**config.mk**
```make
export PLATFORM = sky130hd
export DESIGN_NAME = dct_row_loader
export DESIGN_NICKNAME = d
export VERILOG_FILES = /design/src/rtl/dct_row_loader.sv
export SDC_FILE = /design/constraint.sdc
export NUM_CORES = 1
export LEC_CHECK = 0
export CORE_UTILIZATION = 25
export CTS_BUF_LIST = sky130_fd_sc_hd__clkbuf_4 sky130_fd_sc_hd__clkbuf_8
export DETAILED_ROUTE_END_ITERATION = 10
export GPL_TIMING_DRIVEN = 0
export PLACE_DENSITY_LB_ADDON = 0.25
export SYNTH_ARGS = -nofsm -noshare
export SYNTH_HDL_FRONTEND = slang
export SYNTH_SLANG_ARGS = --single-unit
```
**constraint.sdc**
```tcl
create_clock -name clk -period 4.1 [get_ports clk]
set_input_delay 0.82 -clock clk [delete_from_list [all_inputs] [get_ports clk]]
set_output_delay 0.82 -clock clk [all_outputs]
set_load 0.005 [all_outputs]
```
**src/rtl/dct_row_loader.sv**
```systemverilog
// Row loader for the 8-point DCT stage: packs 8 pixels per row into ping-pong
// buffers (fill + present) and hands rows downstream with block position tags.
module dct_row_loader #(
  parameter int unsigned ROWS_PER_BLOCK = 8
) (
  input  logic       clk,
  input  logic       rst,
  input  logic [7:0] pix_in,
  input  logic       pix_valid,
  output logic       pix_ready,
  output logic [7:0] x0,
  output logic [7:0] x1,
  output logic [7:0] x2,
  output logic [7:0] x3,
  output logic [7:0] x4,
  output logic [7:0] x5,
  output logic [7:0] x6,
  output logic [7:0] x7,
  output logic       row_valid,
  input  logic       row_ready,
  output logic [7:0] row_idx,
  output logic       block_start,
  output logic       block_end
);

  localparam int unsigned PW   = 8;
  localparam int unsigned NPIX = 8;
  localparam int unsigned ROWW = PW * NPIX;
  localparam int unsigned COLW = 3;
  localparam int unsigned IDXW = 8;
  localparam logic [IDXW-1:0] LAST_IDX = IDXW'(ROWS_PER_BLOCK - 1);
  localparam logic [COLW-1:0] LAST_COL = COLW'(NPIX - 1);

  logic [ROWW-1:0] fill_q, fill_n, pres_q, pres_n, merged;
  logic            fill_full_q, fill_full_n;
  logic            valid_n;
  logic [COLW-1:0] col_q, col_n;
  logic [IDXW-1:0] idx_n;
  logic            accept, consume;

  // Next-state: consume frees the present side first, then a completed row
  // either goes straight to the present side or parks in the fill buffer.
  always_comb begin
    accept      = pix_valid && pix_ready;
    consume     = row_valid && row_ready;
    merged      = fill_q;
    merged[32'(col_q) * PW +: PW] = pix_in;
    fill_n      = fill_q;
    fill_full_n = fill_full_q;
    pres_n      = pres_q;
    valid_n     = row_valid;
    col_n       = col_q;
    idx_n       = row_idx;

    if (consume) begin
      idx_n   = (row_idx == LAST_IDX) ? '0 : row_idx + IDXW'(1);
      valid_n = 1'b0;
      if (fill_full_q) begin
        pres_n      = fill_q;
        valid_n     = 1'b1;
        fill_full_n = 1'b0;
      end
    end

    if (accept) begin
      col_n  = col_q + COLW'(1);
      fill_n = merged;
      if (col_q == LAST_COL) begin
        if (!valid_n) begin
          pres_n  = merged;
          valid_n = 1'b1;
        end else begin
          fill_full_n = 1'b1;
        end
      end
    end
  end

  always_ff @(posedge clk) begin
    if (rst) begin
      fill_q      <= '0;
      pres_q      <= '0;
      fill_full_q <= 1'b0;
      col_q       <= '0;
      row_valid   <= 1'b0;
      row_idx     <= '0;
      pix_ready   <= 1'b1;
      block_start <= 1'b0;
      block_end   <= 1'b0;
    end else begin
      fill_q      <= fill_n;
      pres_q      <= pres_n;
      fill_full_q <= fill_full_n;
      col_q       <= col_n;
      row_valid   <= valid_n;
      row_idx     <= idx_n;
      pix_ready   <= !fill_full_n;
      block_start <= valid_n && (idx_n == '0);
      block_end   <= valid_n && (idx_n == LAST_IDX);
    end
  end

  assign x0 = pres_q[0*PW +: PW];
  assign x1 = pres_q[1*PW +: PW];
  assign x2 = pres_q[2*PW +: PW];
  assign x3 = pres_q[3*PW +: PW];
  assign x4 = pres_q[4*PW +: PW];
  assign x5 = pres_q[5*PW +: PW];
  assign x6 = pres_q[6*PW +: PW];
  assign x7 = pres_q[7*PW +: PW];

endmodule

```
---- Yosys cells after proc, flatten, opt, wreduce, memory -nomap -nowiden ----
Cells that the tools add are included.
word-level totals
  flip-flop bits (word level) ............. 144
  input bits .............................. 12
  output and inout bits ................... 76
  logic and storage cells ................. 39
operators by class
  add/subtract/negate cells ............... 3
  equal/unequal tests ..................... 3
  shift-type cells ........................ 2
  muxes and demuxes ....................... 16
  reduce and logical (&&, ||, !) cells .... 6
operators by type and width
  cell                                                                     count
  64-bit two-way mux                                                       5
  64-bit bitwise mux                                                       1
  8-bit by 34-bit variable shift with 64-bit output, first input constant  1
  8-bit by 34-bit indexed part select with 64-bit output                   1
  6-bit negator with 34-bit output                                         1
  8-bit by 3-bit equality test with 1-bit output, second input constant    2
  8-bit two-way mux                                                        2
  8-bit by 1-bit adder with 8-bit output, second input constant            1
  8-bit logical NOT                                                        1
  1-bit two-way mux                                                        8
  1-bit logical AND                                                        4
  3-bit by 1-bit adder with 3-bit output, second input constant            1
  3-bit equality test, second input constant                               1
  1-bit logical NOT                                                        1

---- Logic depth before layout (Yosys ltp) ----
  word-level depth ........................ 6
  gate-level depth with buffers ........... 10
  gate-level depth less buffers ........... 8

---- Worst setup path before layout ----
OpenSTA, ideal clock, no wires.
  kind .................................... flip-flop to flip-flop
  from .................................... register col_q[0]
  to ...................................... register fill_q[32]
  library setup time ...................... 0.132 ns
  arrival time ............................ 2.180 ns
  data required time ...................... 3.968 ns
  slack ................................... 1.788 ns
  cell stages (with the launch flop) ...... 11
  path buffers ............................ 2
  period minus slack after synthesis ...... 2.312 ns
  path through ............................ dfxtp_1 inv_1 ha_1 ha_1 nand2b_1 or3_1 buf_2 or2_2 clkbuf_1 nand2_1 a21oi_1
between the ends
  longest elaborated chain between the ends .. 3
RTL lines
  what                                                                                                                                RTL line  text
  start, declared                                                                                                                     37        logic [COLW-1:0] col_q, col_n;
  start signal, assigned                                                                                                              94        col_q <= col_n;
  6-bit negator with 34-bit output (*)                                                                                                47        merged[32'(col_q) * PW +: PW] = pix_in;
  8-bit by 34-bit indexed part select with 64-bit output / 8-bit by 34-bit variable shift with 64-bit output (equally long branches)  47
  64-bit bitwise mux (*)                                                                                                              47
  end signal, assigned                                                                                                                91        fill_q <= fill_n;
  end, declared                                                                                                                       34        logic [ROWW-1:0] fill_q, fill_n, pres_q, pres_n, merged;
Mark *: on every way between the ends. The rest lies on a longest branch, timed or not.
A chain may end at the register's enable or synchronous reset.

---- Worst setup path in the final report ----
  from .................................... register col_q[0]
  to ...................................... register pres_q[59]
between the ends
  longest elaborated chain between the ends .. 6
RTL lines
  what                                                                                                                                RTL line  text
  6-bit negator with 34-bit output                                                                                                    47
  8-bit by 34-bit indexed part select with 64-bit output / 8-bit by 34-bit variable shift with 64-bit output (equally long branches)  47
  64-bit bitwise mux                                                                                                                  47
  64-bit two-way mux                                                                                                                  69        if (!valid_n) begin
  64-bit two-way mux (*)                                                                                                              68        if (col_q == LAST_COL) begin
  64-bit two-way mux (*)                                                                                                              65        if (accept) begin
  end signal, assigned                                                                                                                92        pres_q <= pres_n;
  end, declared                                                                                                                       34
Marked as above.

==> reports/qor.txt <==
die area: 26800 um^2
Fin. Hold Viols: 0
Slowest cell on crit path: or4b_1
Clock power frac: 43.7%
via count: 6100
delay of the slowest critical-path stage: 0.48 ns
Clock Path Buffers: 2
Worst Hold Class: reg2reg
final critical-path share of the clock period: 67.1%
Hold Startpoint: pres_q[21]
Mean Syn Cell Area: 8.12 um^2
syn nets: 824
RSZ-0062 raised after global routing: no
root buf cell: clkbuf_8
Die Y: 164 um
worst endpoint required time: 4.48 ns
run status: finished, final reports clean
Lkg Pwr: 2.77 nW
residual DRC count: 0
top-area cell type share of the netlist area: 44.0%
hold bufs inserted after CTS: 0
CP Data Arrival Time: 3.13 ns
Placed Instance Area: 7810 um^2
distinct cell type count after synthesis: 40
Slew HR: 41.0%
antenna violations before repair: 0
global-route wire length before repair: 33.2 mm
Slew Viols, Final: 0
IO Count: 88
Layout area overhead: 26.1%
Setup Skew: 0.0140 ns
Nets: 928
Maximum Capacitance Violations: 0
peak supply drop: 174 uV
Final ANT Viol Nets: 0
Worst-path clk slew: 0.09 ns
crit path max fanout: 10
vias in the first global route: 5895
sequential share of the synthesized area: 44.0%
H-tree depth: 4
Placeable Area: 25400 um^2
WP buf/inv: 3
GRT Resource Usage Total: 16.2%
wire per inst: 16.7 um
Post-Route Setup TNS: 0 ns
Gate power share: 7.7%
Synth Cell Area: 6550 um^2
Final Instance Area: 8260 um^2
switching share of power: 25.2%
Cell Rows: 58
CTS buffer count: 17
Tmin final: 2.75 ns
final number of setup-violating endpoints: 0
Post-CTS Setup Bufs: 0
Post-Route WL: 21.0 mm
cell internal pwr: 2.22 mW
half-perimeter wire length after placement: 14.9 mm
flops & latches, synth: 144
Yosys top cell by area: dfxtp_1
Crit Path Category: reg2reg
maximum clock rate: 0.364 GHz
grt total ovfl: 0
crit end category: flip-flop
initial core utilization: 25.8%
clk_lat worst skew: 0.46 ns
Ant. Diodes: 0
CTS tree: built
commonest non-fill, non-tap cell in the layout: dfxtp_1
Post-Place Setup Slack: 0.845 ns
DIE WIDTH: 164 um
drt pass-1 iters: 5
initial DRC count: 399
Port Buffers: 85
GP Congestion: 0.813
Final WS setup: 1.35 ns
CTS sink cnt: 144
critical path's top delay family: buffers and inverters
worst path cell trace: inv_1 -> ha_1 -> ha_1 -> or4b_1 -> clkbuf_1 -> clkbuf_1 -> nor2_1 -> a21oi_1 -> a211oi_1
pwr dens: 360 nW/um^2
Via density: 4.87
yosys warns: 0
largest net degree at the start of global routing: 17
Area contributors post-synth: dfxtp_1 (44%), a211oi_1 (8.6%), nand2_1 (8.1%), nor2_1 (6.5%), mux2i_1 (6.3%)
worst reg2reg path startpoint: col_q[0]
Worst-Margin Slew: 0.883 ns
share of cells above drive strength 1: 4.77%
crit path launch type: flip-flop
Gate Count Post-Synth: 806
commonest cells after routing, fill and taps aside: dfxtp_1 (144), nand2_1 (142), nor2_1 (114), clkdlybuf4s50_1 (85), a211oi_1 (75)
NetSw: 0.750 mW
Post-CTS Resized: 0
Seq pwr share: 48.6%
Worst Setup SP: col_q[0]
[final cells by class]
type / instances / area (um^2)
buffer: 73 / 303
clock buffer: 22 / 290
clock inverter: 10 / 158
fill: 2756 / 17100
inverter: 6 / 22.5
multi-input combinational: 583 / 3340
sequential: 144 / 2880
tap: 330 / 413
timing repair buffer: 85 / 851
[Yosys cell counts, drive strengths merged]
| cell type | number |
|---|---|
| nand4 | 3 |
| ha | 6 |
| nand2b | 2 |
| and3 | 29 |
| dfxtp | 144 |
| buf | 17 |
| or4 | 2 |
| nand2 | 142 |
| or4b | 1 |
| a311oi | 12 |
| or3 | 3 |
| and4 | 2 |
| a211oi | 75 |
| xor2 | 4 |
| or2 | 7 |
| nor2 | 114 |
| nor3b | 3 |
| clkbuf | 56 |
| nor3 | 5 |
| a22oi | 1 |
| mux2i | 41 |
| and2 | 9 |
| o21ai | 4 |
| a221oi | 24 |
| o22ai | 1 |
| nand4bb | 2 |
| inv | 6 |
| a21oi | 72 |
| a21o | 1 |
| nor4b | 1 |
| o21bai | 1 |
| and4b | 1 |
| nand3b | 1 |
| xnor2 | 4 |
| nor2b | 2 |
| nand3 | 8 |
[worst reg2reg max path: stages, from the launching register on]
cell and delay (ns):
dfxtp_1 0.44, inv_1 0.10, ha_1 0.23, ha_1 0.34, or4b_1 0.48, clkbuf_1 0.24, clkbuf_1 0.32, nor2_1 0.16
a21oi_1 0.07, a211oi_1 0.27
[path summary, 6_finish.rpt]
check / end / slack, ns / cells past startpoint
hold / removal: pres_q[21] / 0.48 / 2
setup reg to reg: pres_q[59] / 1.35 / 9
hold reg to reg: pres_q[21] / 0.48 / 2
setup / recovery: pres_q[59] / 1.35 / 9
[registers in the layout, indices dropped and copies added (netlist names)]
name	count
fill_q	64
block_start	1
col_q	3
pres_q	64
block_end	1
row_valid	1
row_idx	8
fill_full_q	1
pix_ready	1
[per-stage QoR]
step           power (mW)  util, %  std cells  hold WS, ns
4_1_cts              2.99     32.5       1253        0.477
3_5_place_dp         1.70     30.7       1221        0.466
3_3_place_gp         1.70     30.7       1221        0.460
6_report             2.97     32.5       1253        0.475
5_1_grt              3.08     32.5       1253        0.489
2_1_floorplan        1.62        -        806        0.449
[power by group through the flow]
stage / clock network [mW] / registers, mW / logic [mW]
final: 1.30 / 1.45 / 0.228
after global routing: 1.39 / 1.45 / 0.247
after CTS: 1.32 / 1.44 / 0.226
after detailed placement: 0 / 1.48 / 0.224
after global placement: 0 / 1.48 / 0.224
after floorplan: 0 / 1.47 / 0.150
[kinds of logic after synthesis]
group / after synthesis / share of synthesized area, %
AO/OA/AOI/OAI: 191 / 19.8
multiplexers: 41 / 6.27
adder cells (fa/ha/maj): 6 / 1.15
buffers and inverters: 79 / 4.97
flip-flops: 144 / 44.0
XOR/XNOR: 8 / 1.07
AND/OR/NAND/NOR: 337 / 22.7
[routing by layer]
layer  up-vias  track usage, %  part of all wire, %
met2       152            25.0                   44
met5         -               0                    0
met1      2874            22.1                   48
met4         0            4.59                  1.5
li1       3048               -                    -
met3        26            4.17                  6.7
No activity file was read; power rests on OpenSTA's default activity.
